==> src/rtl/gpi_input_conditioner_if.sv <==
// Signal bundle between the GPIO register block / pad ring (master) and the
// input conditioner (slave). The edge-counter signals exist only when
// GPI_EDGE_COUNT_EN is defined.
interface gpi_input_conditioner_if #(
   parameter int FILT_W = 8
`ifdef GPI_EDGE_COUNT_EN
   , parameter int CNT_W = 16
`endif
);
   logic              pad_di_i;
   logic              en_i;
   logic [FILT_W-1:0] filt_len_i;
   logic [2:0]        irq_mode_i;
   logic              irq_clr_i;
   logic              ie_o;
   logic              data_o;
   logic              rise_o;
   logic              fall_o;
   logic              irq_o;
`ifdef GPI_EDGE_COUNT_EN
   logic              cnt_clr_i;
   logic [CNT_W-1:0]  edge_cnt_o;

   modport master (
      output pad_di_i, en_i, filt_len_i, irq_mode_i, irq_clr_i, cnt_clr_i,
      input  ie_o, data_o, rise_o, fall_o, irq_o, edge_cnt_o
   );
   modport slave (
      input  pad_di_i, en_i, filt_len_i, irq_mode_i, irq_clr_i, cnt_clr_i,
      output ie_o, data_o, rise_o, fall_o, irq_o, edge_cnt_o
   );
`else
   modport master (
      output pad_di_i, en_i, filt_len_i, irq_mode_i, irq_clr_i,
      input  ie_o, data_o, rise_o, fall_o, irq_o
   );
   modport slave (
      input  pad_di_i, en_i, filt_len_i, irq_mode_i, irq_clr_i,
      output ie_o, data_o, rise_o, fall_o, irq_o
   );
`endif
endinterface

==> src/rtl/gpi_input_conditioner.sv <==
// GPIO input conditioner: synchronises the raw pad input, rejects glitches
// shorter than filt_len_i cycles, produces edge strobes and an interrupt.
// Optional accepted-edge counter enabled by defining GPI_EDGE_COUNT_EN.
//
//   state   | meaning
//   --------+-----------------------------------------------------------
//   STABLE  | synchronised input agrees with data_o, counter idle
//   QUALIFY | input differs from data_o, counting stable cycles
module gpi_input_conditioner #(
   parameter int SYNC_STAGES = 2,
   parameter int FILT_W      = 8
`ifdef GPI_EDGE_COUNT_EN
   , parameter int CNT_W     = 16
`endif
) (
   input logic                    clk,
   input logic                    rst_n,
   gpi_input_conditioner_if.slave bus
);
   typedef enum logic {ST_STABLE, ST_QUALIFY} state_t;

   logic [SYNC_STAGES-1:0] sync_q;
   logic                   sync;
   state_t                 state_q, state_d;
   logic [FILT_W-1:0]      cnt_q, cnt_d;
   logic                   accept;
   logic                   data_q, data_d;
   logic                   rise_q, rise_d;
   logic                   fall_q, fall_d;
   logic                   ie_q;
   logic                   irq_q, irq_d;
   logic [2:0]             mode_q;
   logic                   sticky;

   assign sync = sync_q[SYNC_STAGES-1];

   // Plain shift-register synchroniser, flushed while disabled
   always_ff @(posedge clk or negedge rst_n) begin
      if (!rst_n)          sync_q <= '0;
      else if (!bus.en_i)  sync_q <= '0;
      else                 sync_q <= {sync_q[SYNC_STAGES-2:0], bus.pad_di_i};
   end

   // Filter state register together with the filtered level and strobes
   always_ff @(posedge clk or negedge rst_n) begin
      if (!rst_n) begin
         state_q <= ST_STABLE;
         cnt_q   <= '0;
         data_q  <= 1'b0;
         rise_q  <= 1'b0;
         fall_q  <= 1'b0;
      end else if (!bus.en_i) begin
         state_q <= ST_STABLE;
         cnt_q   <= '0;
         data_q  <= 1'b0;
         rise_q  <= 1'b0;
         fall_q  <= 1'b0;
      end else begin
         state_q <= state_d;
         cnt_q   <= cnt_d;
         data_q  <= data_d;
         rise_q  <= rise_d;
         fall_q  <= fall_d;
      end
   end

   // Next state: qualify a level change for filt_len_i cycles (live value)
   always_comb begin
      state_d = state_q;
      cnt_d   = cnt_q;
      accept  = 1'b0;
      if (bus.filt_len_i == '0) begin
         state_d = ST_STABLE;
         cnt_d   = '0;
         accept  = (sync != data_q);
      end else begin
         case (state_q)
            ST_STABLE: begin
               if (sync != data_q) begin
                  state_d = ST_QUALIFY;
                  cnt_d   = FILT_W'(1);
               end else begin
                  cnt_d   = '0;
               end
            end
            ST_QUALIFY: begin
               if (sync == data_q) begin
                  state_d = ST_STABLE;
                  cnt_d   = '0;
               end else if (cnt_q >= bus.filt_len_i) begin
                  accept  = 1'b1;
                  state_d = ST_STABLE;
                  cnt_d   = '0;
               end else if (cnt_q != '1) begin
                  cnt_d   = cnt_q + FILT_W'(1);
               end
            end
            default: begin
               state_d = ST_STABLE;
               cnt_d   = '0;
            end
         endcase
      end
   end

   // Outputs: accepted level and the matching one-cycle strobe
   always_comb begin
      data_d = accept ? sync : data_q;
      rise_d = accept &  sync;
      fall_d = accept & ~sync;
   end

   // Interrupt next value; a mode change drops any sticky edge interrupt
   always_comb begin
      sticky = (bus.irq_mode_i == mode_q) & irq_q & ~bus.irq_clr_i;
      irq_d  = 1'b0;
      case (bus.irq_mode_i)
         3'b001:  irq_d = rise_q | sticky;
         3'b010:  irq_d = fall_q | sticky;
         3'b011:  irq_d = rise_q | fall_q | sticky;
         3'b100:  irq_d = data_q;
         3'b101:  irq_d = ~data_q;
         default: irq_d = 1'b0;
      endcase
   end

   // Interrupt, previous mode and pad input enable registers
   always_ff @(posedge clk or negedge rst_n) begin
      if (!rst_n) begin
         irq_q  <= 1'b0;
         mode_q <= 3'b000;
         ie_q   <= 1'b0;
      end else begin
         irq_q  <= bus.en_i ? irq_d : 1'b0;
         mode_q <= bus.irq_mode_i;
         ie_q   <= bus.en_i;
      end
   end

`ifdef GPI_EDGE_COUNT_EN
   logic [CNT_W-1:0] edge_cnt_q;

   // Free-running accepted-edge counter; clear wins over a coincident edge
   always_ff @(posedge clk or negedge rst_n) begin
      if (!rst_n)                 edge_cnt_q <= '0;
      else if (bus.cnt_clr_i)     edge_cnt_q <= '0;
      else if (rise_q | fall_q)   edge_cnt_q <= edge_cnt_q + CNT_W'(1);
   end

   assign bus.edge_cnt_o = edge_cnt_q;
`endif

   assign bus.ie_o   = ie_q;
   assign bus.data_o = data_q;
   assign bus.rise_o = rise_q;
   assign bus.fall_o = fall_q;
   assign bus.irq_o  = irq_q;
endmodule
==> src/flat_wrapper.sv <==
// flat-port wrapper written by rule: the top's interface ports become plain ports
module gpi_input_conditioner_flat 
#(
   parameter int SYNC_STAGES = 2,
   parameter int FILT_W      = 8

)
  (clk, rst_n, bus_pad_di_i, bus_en_i, bus_filt_len_i, bus_irq_mode_i, bus_irq_clr_i, bus_ie_o, bus_data_o, bus_rise_o, bus_fall_o, bus_irq_o);
  gpi_input_conditioner_if #(.FILT_W(FILT_W)) bus_i ();
  input logic clk;
  input logic rst_n;
  input wire logic [$bits(bus_i.pad_di_i)-1:0] bus_pad_di_i;
  input wire logic [$bits(bus_i.en_i)-1:0] bus_en_i;
  input wire logic [$bits(bus_i.filt_len_i)-1:0] bus_filt_len_i;
  input wire logic [$bits(bus_i.irq_mode_i)-1:0] bus_irq_mode_i;
  input wire logic [$bits(bus_i.irq_clr_i)-1:0] bus_irq_clr_i;
  output wire logic [$bits(bus_i.ie_o)-1:0] bus_ie_o;
  output wire logic [$bits(bus_i.data_o)-1:0] bus_data_o;
  output wire logic [$bits(bus_i.rise_o)-1:0] bus_rise_o;
  output wire logic [$bits(bus_i.fall_o)-1:0] bus_fall_o;
  output wire logic [$bits(bus_i.irq_o)-1:0] bus_irq_o;
  assign bus_i.pad_di_i = bus_pad_di_i;
  assign bus_i.en_i = bus_en_i;
  assign bus_i.filt_len_i = bus_filt_len_i;
  assign bus_i.irq_mode_i = bus_irq_mode_i;
  assign bus_i.irq_clr_i = bus_irq_clr_i;
  assign bus_ie_o = bus_i.ie_o;
  assign bus_data_o = bus_i.data_o;
  assign bus_rise_o = bus_i.rise_o;
  assign bus_fall_o = bus_i.fall_o;
  assign bus_irq_o = bus_i.irq_o;
  gpi_input_conditioner #(.SYNC_STAGES(SYNC_STAGES), .FILT_W(FILT_W)) u_core (.clk(clk), .rst_n(rst_n), .bus(bus_i));
endmodule
==> config.mk <==
export PLATFORM = sky130hd
export DESIGN_NAME = gpi_input_conditioner_flat
export DESIGN_NICKNAME = d
export VERILOG_FILES = /design/src/rtl/gpi_input_conditioner_if.sv /design/src/rtl/gpi_input_conditioner.sv /design/src/flat_wrapper.sv
export SDC_FILE = /design/constraint.sdc
export NUM_CORES = 1
export LEC_CHECK = 0
export BUFFER_PORTS_ARGS = -buffer_cell sky130_fd_sc_hd__buf_4
export CAP_MARGIN = 20
export CORE_MARGIN = 5
export CORE_UTILIZATION = 47
export DETAILED_ROUTE_END_ITERATION = 7
export PLACE_DENSITY = 0.73
export SYNTH_ARGS = -nofsm -noshare
export SYNTH_HDL_FRONTEND = slang
export SYNTH_SLANG_ARGS = --single-unit
==> constraint.sdc <==
create_clock -name clk -period 2.02 [get_ports clk]
set_input_delay 0.404 -clock clk [delete_from_list [all_inputs] [get_ports clk]]
set_output_delay 0.404 -clock clk [all_outputs]
set_load 0.01 [all_outputs]
### Word-level counts from Yosys, hierarchy flattened

Cells that the tools add are included.

| cells by class | value |
|---|---|
| add/subtract/negate cells | 1 |
| multipliers | 0 |
| divide/modulo/power cells | 0 |
| order comparisons | 1 |
| eq/ne operators | 11 |
| shifts and indexed selects | 0 |
| muxes and demuxes | 24 |
| bitwise gates (word level) | 12 |
| reductions and logical operators | 1 |

Operators with widths:

| operator | count |
|---|---|
| two-way mux 8 bit | 5 |
| case mux 8 bit (2 select lines) | 1 |
| two-way mux 1 bit | 15 |
| adder 8 x 1 -> 8 bit (second input constant) | 1 |
| greater-or-equal comparator 8 bit | 1 |
| logical NOT 8 bit | 1 |
| inequality test 8 bit (second input constant) | 1 |
| == test 3 x 2 -> 1 bit (second input constant) | 2 |
| == test 3 bit (second input constant) | 2 |
| inequality test 6 bit (second input constant) | 1 |
| case mux 1 bit (5 select lines) | 1 |
| AND 1 bit | 4 |
| NOT 1 bit | 4 |
| bitwise OR 1 bit | 4 |
| == test 3 x 1 -> 1 bit (second input constant) | 1 |
| == test 3 bit | 1 |
| two-way mux 2 bit | 1 |
| inequality test 2 x 1 -> 1 bit (second input constant) | 1 |
| case mux 1 bit (2 select lines) | 1 |
| == test 1 bit | 1 |
| inequality test 1 bit | 1 |

| word-level totals | value |
|---|---|
| flip-flop bits (word level) | 19 |
| latch bits | 0 |
| RAM bits | 0 |
| memory bits (read-only) | 0 |
| output and inout port bits | 5 |
| memories kept | 0 |

### Depth between registers and ports, before layout

Gate-level depths: netlist of run 1.

| logic depth | value |
|---|---|
| depth in word-level cells | 7 |
| mapped depth | 7 |
| gate-level depth less buffers | 7 |

### Worst setup path before layout of run 1

No wires, ideal clock.

| timing | value |
|---|---|
| path type | flip-flop to flip-flop |
| from | register u_core.cnt_q[0] |
| to | register u_core.rise_q, in the netlist u_core.bus.rise_o |
| data arrival time | 1.799 ns |
| data required time | 1.900 ns |
| path slack | 0.101 ns |
| stages on the path, launching flop included | 8 |
| buffers on the path | 0 |
| path through | dfrtp_1 > inv_1 > ha_1 > nand2b_4 > a2111oi_4 > nor2_1 > a311o_1 > and3_1 |

| between the ends | value |
|---|---|
| cells in the longest elaborated chain, start to end | 7 |

RTL lines:

| what | line | source |
|---|---|---|
| from (decl) | gpi_input_conditioner.sv:25 | `logic [FILT_W-1:0] cnt_q, cnt_d;` |
| from (signal assigned) | gpi_input_conditioner.sv:60 | `cnt_q <= cnt_d;` |
| greater-or-equal comparator 8 bit | gpi_input_conditioner.sv:90 | `end else if (cnt_q >= bus.filt_len_i) begin` |
| two-way mux 1 bit | gpi_input_conditioner.sv:90 |  |
| two-way mux 1 bit | gpi_input_conditioner.sv:87 | `if (sync == data_q) begin` |
| two-way mux 1 bit | gpi_input_conditioner.sv:77 | `case (state_q)` |
| two-way mux 1 bit | gpi_input_conditioner.sv:72 | `if (bus.filt_len_i == '0) begin` |
| AND 1 bit | gpi_input_conditioner.sv:109 | `rise_d = accept & sync;` |
| two-way mux 1 bit | gpi_input_conditioner.sv:52 | `end else if (!bus.en_i) begin` |
| to (signal assigned) | gpi_input_conditioner.sv:62 | `rise_q <= rise_d;` |
| to (decl) | gpi_input_conditioner.sv:28 | `logic rise_q, rise_d;` |

Every way passes these cells.
A chain may end at the register's enable or synchronous reset.

### Worst setup path after layout of run 1

| timing | value |
|---|---|
| from | register u_core.cnt_q[0] |
| to | register u_core.cnt_q[4] |

| between the ends | value |
|---|---|
| cells in the longest elaborated chain, start to end | 7 |
| elaborated cells on any way between the ends | 10 |

RTL lines:

| what | line | source |
|---|---|---|
| adder 8 x 1 -> 8 bit | gpi_input_conditioner.sv:95 | `cnt_d = cnt_q + FILT_W'(1);` |
| two-way mux 8 bit | gpi_input_conditioner.sv:94 | `end else if (cnt_q != '1) begin` |
| two-way mux 8 bit | gpi_input_conditioner.sv:90 |  |
| two-way mux 8 bit | gpi_input_conditioner.sv:87 |  |
| case mux 8 bit (2 select lines) | gpi_input_conditioner.sv:77 |  |
| two-way mux 8 bit | gpi_input_conditioner.sv:72 |  |
| two-way mux 8 bit | gpi_input_conditioner.sv:52 |  |

Parallel ways exist; a longest one is shown, timed or not. The select of a mux whose other input is x is not followed.

==> summary.txt, run 1 <==
Timing
  • Final setup fails: 0
  • Least-Margin Pin Slew: between 0.3 and 0.4 ns
  • Max Fclk: roughly 0.52 GHz
  • Final Hold Violating Endpoints: 0
  • Max-slew violations: 0
  • Crit share post-route: between 90% and 100%
  • Clock skew: roughly 0.00025 ns
  • Setup tns final: 0 ns
  • Final min period: between 1.5 and 2 ns
  • Min Hold Slack: roughly 0.23 ns
  • Rel. slew slack: about four fifths
  • Unrepaired setup endpoints after global routing: false

Global routing
  • Initial antenna violation count: 0
  • Global-route wire length before repair: roughly 4100 um
  • GRT overflow: 0
  • Vias in the first global route: 910
  • Gr usage total: 15.9%
  • Pin count of the biggest net entering global routing: 20

Min path
  • Type of the worst min-delay path: input pin to register
  • Worst hold path stage count: 1

Placement
  • Port Buffers: 20
  • Dpl cells: 160
  • GPL Wtd Cong: approximately 0.77
  • Hpwl dp: between 1500 and 2000 um

Logic synthesis
  • Post-Synth Simple-Gate Area: between 20% and 30%
  • Post-synthesis sequential area ratio: 43.9%
  • Synth Area in Adders: 10.4%
  • Complex-gate fraction of the synthesized area: between 10% and 20%
  • Mapped Avg Cell Area: 10.2 um^2
  • Synth cell types: 35
  • Syn nets: approximately 130
  • Synth warn: 0
  • Combinational family with the most area after synthesis: simple AND/OR/NAND/NOR gates
  • Mapped Area: 1080 um^2
  • Xor/xnor share of the synthesized area: under 10%
  • Post-Synthesis Cells: 106
  • Seq cells post-synth: 19
  • Mux contribution to synthesized area: between 2 and 3%

CTS
  • Clk sinks: 19
  • Root Buffer: clkbuf_4
  • Clk buf depth: 2
  • Clk_lat worst skew: slightly below 0.3 ns
  • CTS tree: done
  • CTS clock-pin slew for the worst setup and hold paths: 0.10 ns
  • Post-CTS repair timing setup buffer count: 0
  • H-tree depth: 1
  • TritonCTS buffer count: 3

Cells and area
  • Non-Filler Instances: ~170
  • Layout cells sized above 1: between 20% and 30%
  • Filler cells: around 210
  • Final nets: 163
  • # diodes: 0
  • Area delta synth->final: 25.0%

Routing
  • Vias post-DR: 909
  • 1st-pass router iterations: 4
  • DR WL/cell: 14.2 um
  • WL final: roughly 2300 um
  • DRT iter0 DRCs: 22
  • Post-DRT Antenna Nets: 0
  • # DRC: 0
  • Avg Vias per Cell: around 5.5

Power
  • Pwr/cell area: 486 nW/um^2
  • Final total power: approximately 660 uW
  • Worst vdd ir: roughly 0.51 mV
  • P_leak: approximately 0.00067 uW

Die
  • Die area: roughly 3400 um^2
  • Die Y-Extent: 58.0 um
  • DIE WIDTH: a little under 60 um
  • Row Count: 17
  • Initial core utilization: approximately half
  • Top-Level Pins: 21
  • Core area: about 2200 um^2

Setup path
  • Critical path arrival: between 2 and 2.5 ns
  • Critical Path RT: between 2 and 2.5 ns
  • Worst Path Max Fanout: 7
  • Crit. End Element: register
  • Startpoint type of the worst setup path: register
  • Crit path kind: register to register
  • Worst r2r path cells: 7

Run
  • MaxCap Viol Count: 0

Outcome
  • Outcome: finished, final reports clean
## power breakdown
group | internal [uW] | switching [uW]
combinational | 45.1 | 36.8
sequential | 388 | 4.15
clock | 76.8 | 107
total | 510 | 148
## metal layers
metal | wire, um | global-route usage [%] | vias to the layer above
met3 | 76 | 4.01 | 4
li1 | - | - | 447
met1 | 1060 | 21.6 | 444
met2 | 1170 | 25.3 | 14
met4 | 29 | 3.97 | 0
met5 | 0 | 0 | -
## path summary, 6_finish.rpt
| path | slack, ns | end | start |
|---|---|---|---|
| max | 0.1 | u_core.cnt_q[4] | u_core.cnt_q[0] |
| min | 0.23 | u_core.mode_q[1] | bus_irq_mode_i[1] |
| max reg2reg | 0.1 | u_core.cnt_q[4] | u_core.cnt_q[0] |
| min reg2reg | 0.47 | u_core.sync_q[1] | u_core.sync_q[0] |
| max in group asynchronous | 1.31 | u_core.cnt_q[4] | rst_n |
| min in group asynchronous | 0.51 | u_core.cnt_q[6] | rst_n |
## critical path: stages, from the launching register on
cell and delay, ns:
dfrtp_1 0.38, inv_1 0.05, ha_1 0.26, nand2b_4 0.15
a2111oi_4 0.36, o21bai_1 0.13, a21o_1 0.28, a211oi_1 0.23
## cell usage after synthesis
library cell	n	area, um^2
a2111oi_4	1	27.5
a211oi_1	1	7.51
a21boi_0	1	7.51
a21o_1	2	15.0
a21oi_1	3	15.0
a22oi_1	1	7.51
a311o_1	1	10.0
a31o_2	2	17.5
a31oi_1	2	12.5
and2_1	2	12.5
and3_1	3	18.8
and4_1	1	8.76
and4b_1	1	10.0
dfrtp_1	19	475
ha_1	9	113
inv_1	9	33.8
mux2i_1	3	30.0
nand2_1	6	22.5
nand2b_1	1	6.26
nand2b_4	1	13.8
nand3_1	4	20.0
nand3b_1	1	7.51
nand4_1	2	12.5
nand4bb_1	1	11.3
nor2_1	9	33.8
nor2b_1	2	12.5
nor3_1	4	20.0
nor3b_1	2	15.0
o21a_1	1	7.51
o21ai_0	4	20.0
o21bai_1	1	7.51
o32ai_1	1	8.76
or4_1	2	15.0
xnor2_1	2	17.5
xor2_1	1	8.76
## cells by family after synthesis
family,Yosys count
flip-flops,19
multiplexers,3
AND/OR/NAND/NOR,42
buffers and inverters,9
AO/OA/AOI/OAI,21
XOR/XNOR,3
adder cells (fa/ha/maj),9
## registers in the layout, indices dropped and copies added (netlist names)
name / flops
u_core.bus.irq_o: 1
u_core.cnt_q: 8
u_core.state_q: 1
u_core.mode_q: 3
u_core.bus.data_o: 1
u_core.bus.ie_o: 1
u_core.bus.fall_o: 1
u_core.bus.rise_o: 1
u_core.sync_q: 2
## stage by stage
step / utilization, % / cell area [um^2] / setup WS [ns]
6_report: 61.1 / 1350 / 0.0966
3_3_place_gp: 59.3 / 1310 / -0.0456
4_1_cts: 61.0 / 1350 / 0.00695
2_1_floorplan: - / 1080 / 0.101
5_1_grt: 61.1 / 1350 / 0.00242
3_5_place_dp: 59.3 / 1310 / -0.0923
## final cells by class
cell class | instances | area, um^2 | area share (%)
multi-input cells | 78 | 577 | 42.6
flip-flops and latches | 19 | 475 | 35.2
repair buffers | 27 | 205 | 15.2
well taps | 28 | 35.0 | 2.59
inverters | 9 | 33.8 | 2.50
clock buffers | 4 | 26.3 | 1.94
## layout by cell type (no fill, tap or decap), drive strengths merged, types with 3 or more instances in the layout
cell,Yosys,layout
clkbuf,0,4
mux2i,3,3
inv,9,9
and3,3,3
dfrtp,19,19
nor3,4,4
nand2,6,6
ha,9,9
nand3,4,4
buf,0,26
o21ai,4,4
nor2,9,9
a21oi,3,3
## repair_timing
action                                 CTS  global route
endpoints found under the hold margin   19             0
setup endpoints to repair                0             3
hold buffers                             1             0
resized for setup                        0             1
Note: power is estimated with default switching activity, not from simulation.
==> inputs of run 2 (changes only) <==
--- a/config.mk
+++ b/config.mk
@@ -8,9 +8,10 @@
 export BUFFER_PORTS_ARGS = -buffer_cell sky130_fd_sc_hd__buf_4
 export CAP_MARGIN = 20
 export CORE_MARGIN = 5
-export CORE_UTILIZATION = 47
+export CORE_UTILIZATION = 48
 export DETAILED_ROUTE_END_ITERATION = 7
-export PLACE_DENSITY = 0.73
+export PLACE_DENSITY = 0.75
+export SETUP_SLACK_MARGIN = 0.15
 export SYNTH_ARGS = -nofsm -noshare
 export SYNTH_HDL_FRONTEND = slang
 export SYNTH_SLANG_ARGS = --single-unit
==> run 2 against run 1 <==
Net effect: worst setup slack lost 0.040 ns; core utilization grew 3.9 points; via count shrank 0.33%; flip-flop and latch count is the same; first-iteration DRC count grew 68%; final cell count grew 3.0%; total power grew 0.38%; sequential power is essentially flat; combinational power grew 2.8%; count of clock-buffer cells in the layout is the same; register-to-register slack lost 0.04 ns; worst hold slack gained 0.0034 ns; critical endpoint is now u_core.cnt_q[3].
==> summary.txt, run 2 (synthesis gave the netlist of run 1 again) <==
Timing
  • Rel. slew slack: 69.6% (-10 points)
  • Min Hold Slack: 0.238 ns (+0.00339 ns)
  • Final setup fails: 0 (unchanged)
  • Max Fclk: 0.509 GHz (-2.0%)
  • Least-Margin Pin Slew: 0.452 ns (+0.147 ns)
  • Max-slew violations: 0 (unchanged)
  • Final Hold Violating Endpoints: 0 (unchanged)
  • Clock skew: 0.00517 ns (+0.00491 ns)
  • Crit share post-route: 97.2% (+2.0 points)
  • Final min period: 1.96 ns (+0.0397 ns)
  • Unrepaired setup endpoints after global routing: true

Routing
  • # DRC: 0 (unchanged)
  • Vias post-DR: 906 (-0.33%)
  • WL final: 2400 um (+2.3%)
  • DRT iter0 DRCs: 37 (+68%)
  • Post-DRT Antenna Nets: 0 (unchanged)
  • DR WL/cell: 14.1 um (-0.75%)
  • 1st-pass router iterations: 5 (+1)
  • Avg Vias per Cell: 5.33 (-3.3%)

Setup path
  • Crit path kind: register to register
  • Startpoint type of the worst setup path: register
  • Worst Path Max Fanout: 4 (-3)
  • Critical Path RT: 2.20 ns (-0.03 ns)
  • Crit. End Element: register
  • Critical path arrival: 2.15 ns (+0.02 ns)

Die
  • Row Count: 17 (unchanged)
  • DIE WIDTH: 57.5 um (-0.86%)
  • Core area: 2190 um^2 (-0.96%)
  • Die Y-Extent: 57.5 um (-0.86%)
  • Die area: 3300 um^2 (-1.7%)
  • Top-Level Pins: 21 (unchanged)
  • Initial core utilization: 49.4% (+0.48 points)

Min path
  • Type of the worst min-delay path: input pin to register

Placement
  • Dpl cells: 158 (-1.3%)
  • Hpwl dp: 1730 um (-8.0%)
  • Port Buffers: 20 (unchanged)
  • GPL Wtd Cong: 0.873 (+13%)
  • Placed Area: 1300 um^2 (-1.1%)

Cells and area
  • # diodes: 0 (unchanged)
  • Most common cell after layout, fill and taps aside: buf_4
  • Biggest regs: u_core.cnt_q: 8 flops, u_core.mode_q: 3 flops, u_core.sync_q: 2 flops
  • Most frequent cells in the layout: buf_4, dfrtp_1, inv_1
  • Layout cells sized above 1: 29.6% (+4.8 points)
  • Area delta synth->final: 31.7%
  • Max reg flops: 8 (unchanged)
  • Non-Filler Instances: 170 (+3.0%)
  • Filler cells: 162 (-21%)
  • Final nets: 168 (+3.1%)
  • Core Util, Final: 65.0% (+3.9 points)
  • Final Instance Area: 1430 um^2 (+5.4%)
  • Top reg by flops: u_core.cnt_q

Power
  • Pwr/cell area: 463 nW/um^2 (-4.7%)
  • Worst vdd ir: 0.503 mV (-0.67%)
  • P_leak: 0.000689 uW (+3.4%)

Global routing
  • GRT Max-Usage Layer: met2
  • Vias in the first global route: 885 (-2.7%)
  • GR Layer Usage met3: 5.66% (+1.6 points)
  • Pin count of the biggest net entering global routing: 20 (unchanged)
  • GRT overflow: 0 (unchanged)
  • Gr usage total: 14.6% (-1.3 points)
  • GRT met2 Usage: 22.7% (-2.6 points)
  • Initial antenna violation count: 0 (unchanged)
  • Met1 global-route usage: 18.3% (-3.3 points)
  • Global-route wire length before repair: 3730 um (-9.1%)

CTS
  • Clk_lat worst skew: 0.29 ns (about the same)
  • Root Buffer: clkbuf_4
  • CTS tree: done
  • Clk buf depth: 2 (unchanged)
  • H-tree depth: 1 (unchanged)
  • CTS clock-pin slew for the worst setup and hold paths: 0.09 ns (about the same)
  • TritonCTS buffer count: 3 (unchanged)
  • Clk sinks: 19 (unchanged)

Run
  • MaxCap Viol Count: 0 (unchanged)

Outcome
  • Outcome: finished, final reports clean
==> run 2: cell type report <==
cell class / count / area, um^2 / area share (%)
clock buffer: 4 / 26.3 / 1.84
inverter: 9 / 33.8 / 2.37
multi-input combinational: 78 / 608 / 42.7
sequential: 19 / 475 / 33.4
tap: 28 / 35.0 / 2.46
timing repair buffer: 32 / 246 / 17.3
==> run 2: worst max-delay path, stage by stage, from the launching register on <==
cell and delay, ns:
dfrtp_1 0.39, buf_4 0.14, buf_4 0.15, ha_4 0.17, and4_1 0.21, nand4_1 0.19, buf_4 0.17, nand4_1 0.13
xor2_1 0.27, nor2_4 0.04
==> run 2: power breakdown <==
group	total, uW	switching, uW	internal, uW
Sequential	392	4.00	388
Combinational	84.2	37.7	46.4
Clock	184	107	76.9
Total	660	149	511
==> run 2: repair_timing <==
| item | in CTS | in global routing |
|---|---|---|
| gates cloned | 0 | 0 |
| hold buffers | 1 | 0 |
| pin swaps | 1 | 4 |
| buffers inserted | 3 | 4 |
| hold endpoints to repair | 19 | 0 |
| setup endpoints to repair | 11 | 11 |
| resized for setup | 0 | 9 |
==> run 2: worst paths after layout <==
check	startpoint	to	slack, ns	depth (start not counted)
min in group asynchronous	rst_n	u_core.cnt_q[7]	0.50	2
max	u_core.cnt_q[0]	u_core.cnt_q[3]	0.06	9
min	bus_irq_mode_i[1]	u_core.mode_q[1]	0.24	1
max reg2reg	u_core.cnt_q[0]	u_core.cnt_q[3]	0.06	9
max in group asynchronous	rst_n	u_core.mode_q[1]	1.32	2
min reg2reg	u_core.sync_q[0]	u_core.sync_q[1]	0.48	1
==> run 2: metal layers <==
layer | up-vias | share of wire (%)
met1 | 436 | 44
met4 | 0 | 1.6
li1 | 455 | -
met5 | - | 0
met2 | 11 | 51
met3 | 4 | 3.6
==> run 2: per-stage QoR <==
step,worst slack (ns),power (uW),TNS (ns)
2_1_floorplan,0.188,434,0
3_3_place_gp,-0.0371,474,-0.0371
3_5_place_dp,-0.0326,477,-0.0624
4_1_cts,0.150,664,0
5_1_grt,-0.00178,703,-0.00178
6_report,0.0569,660,0
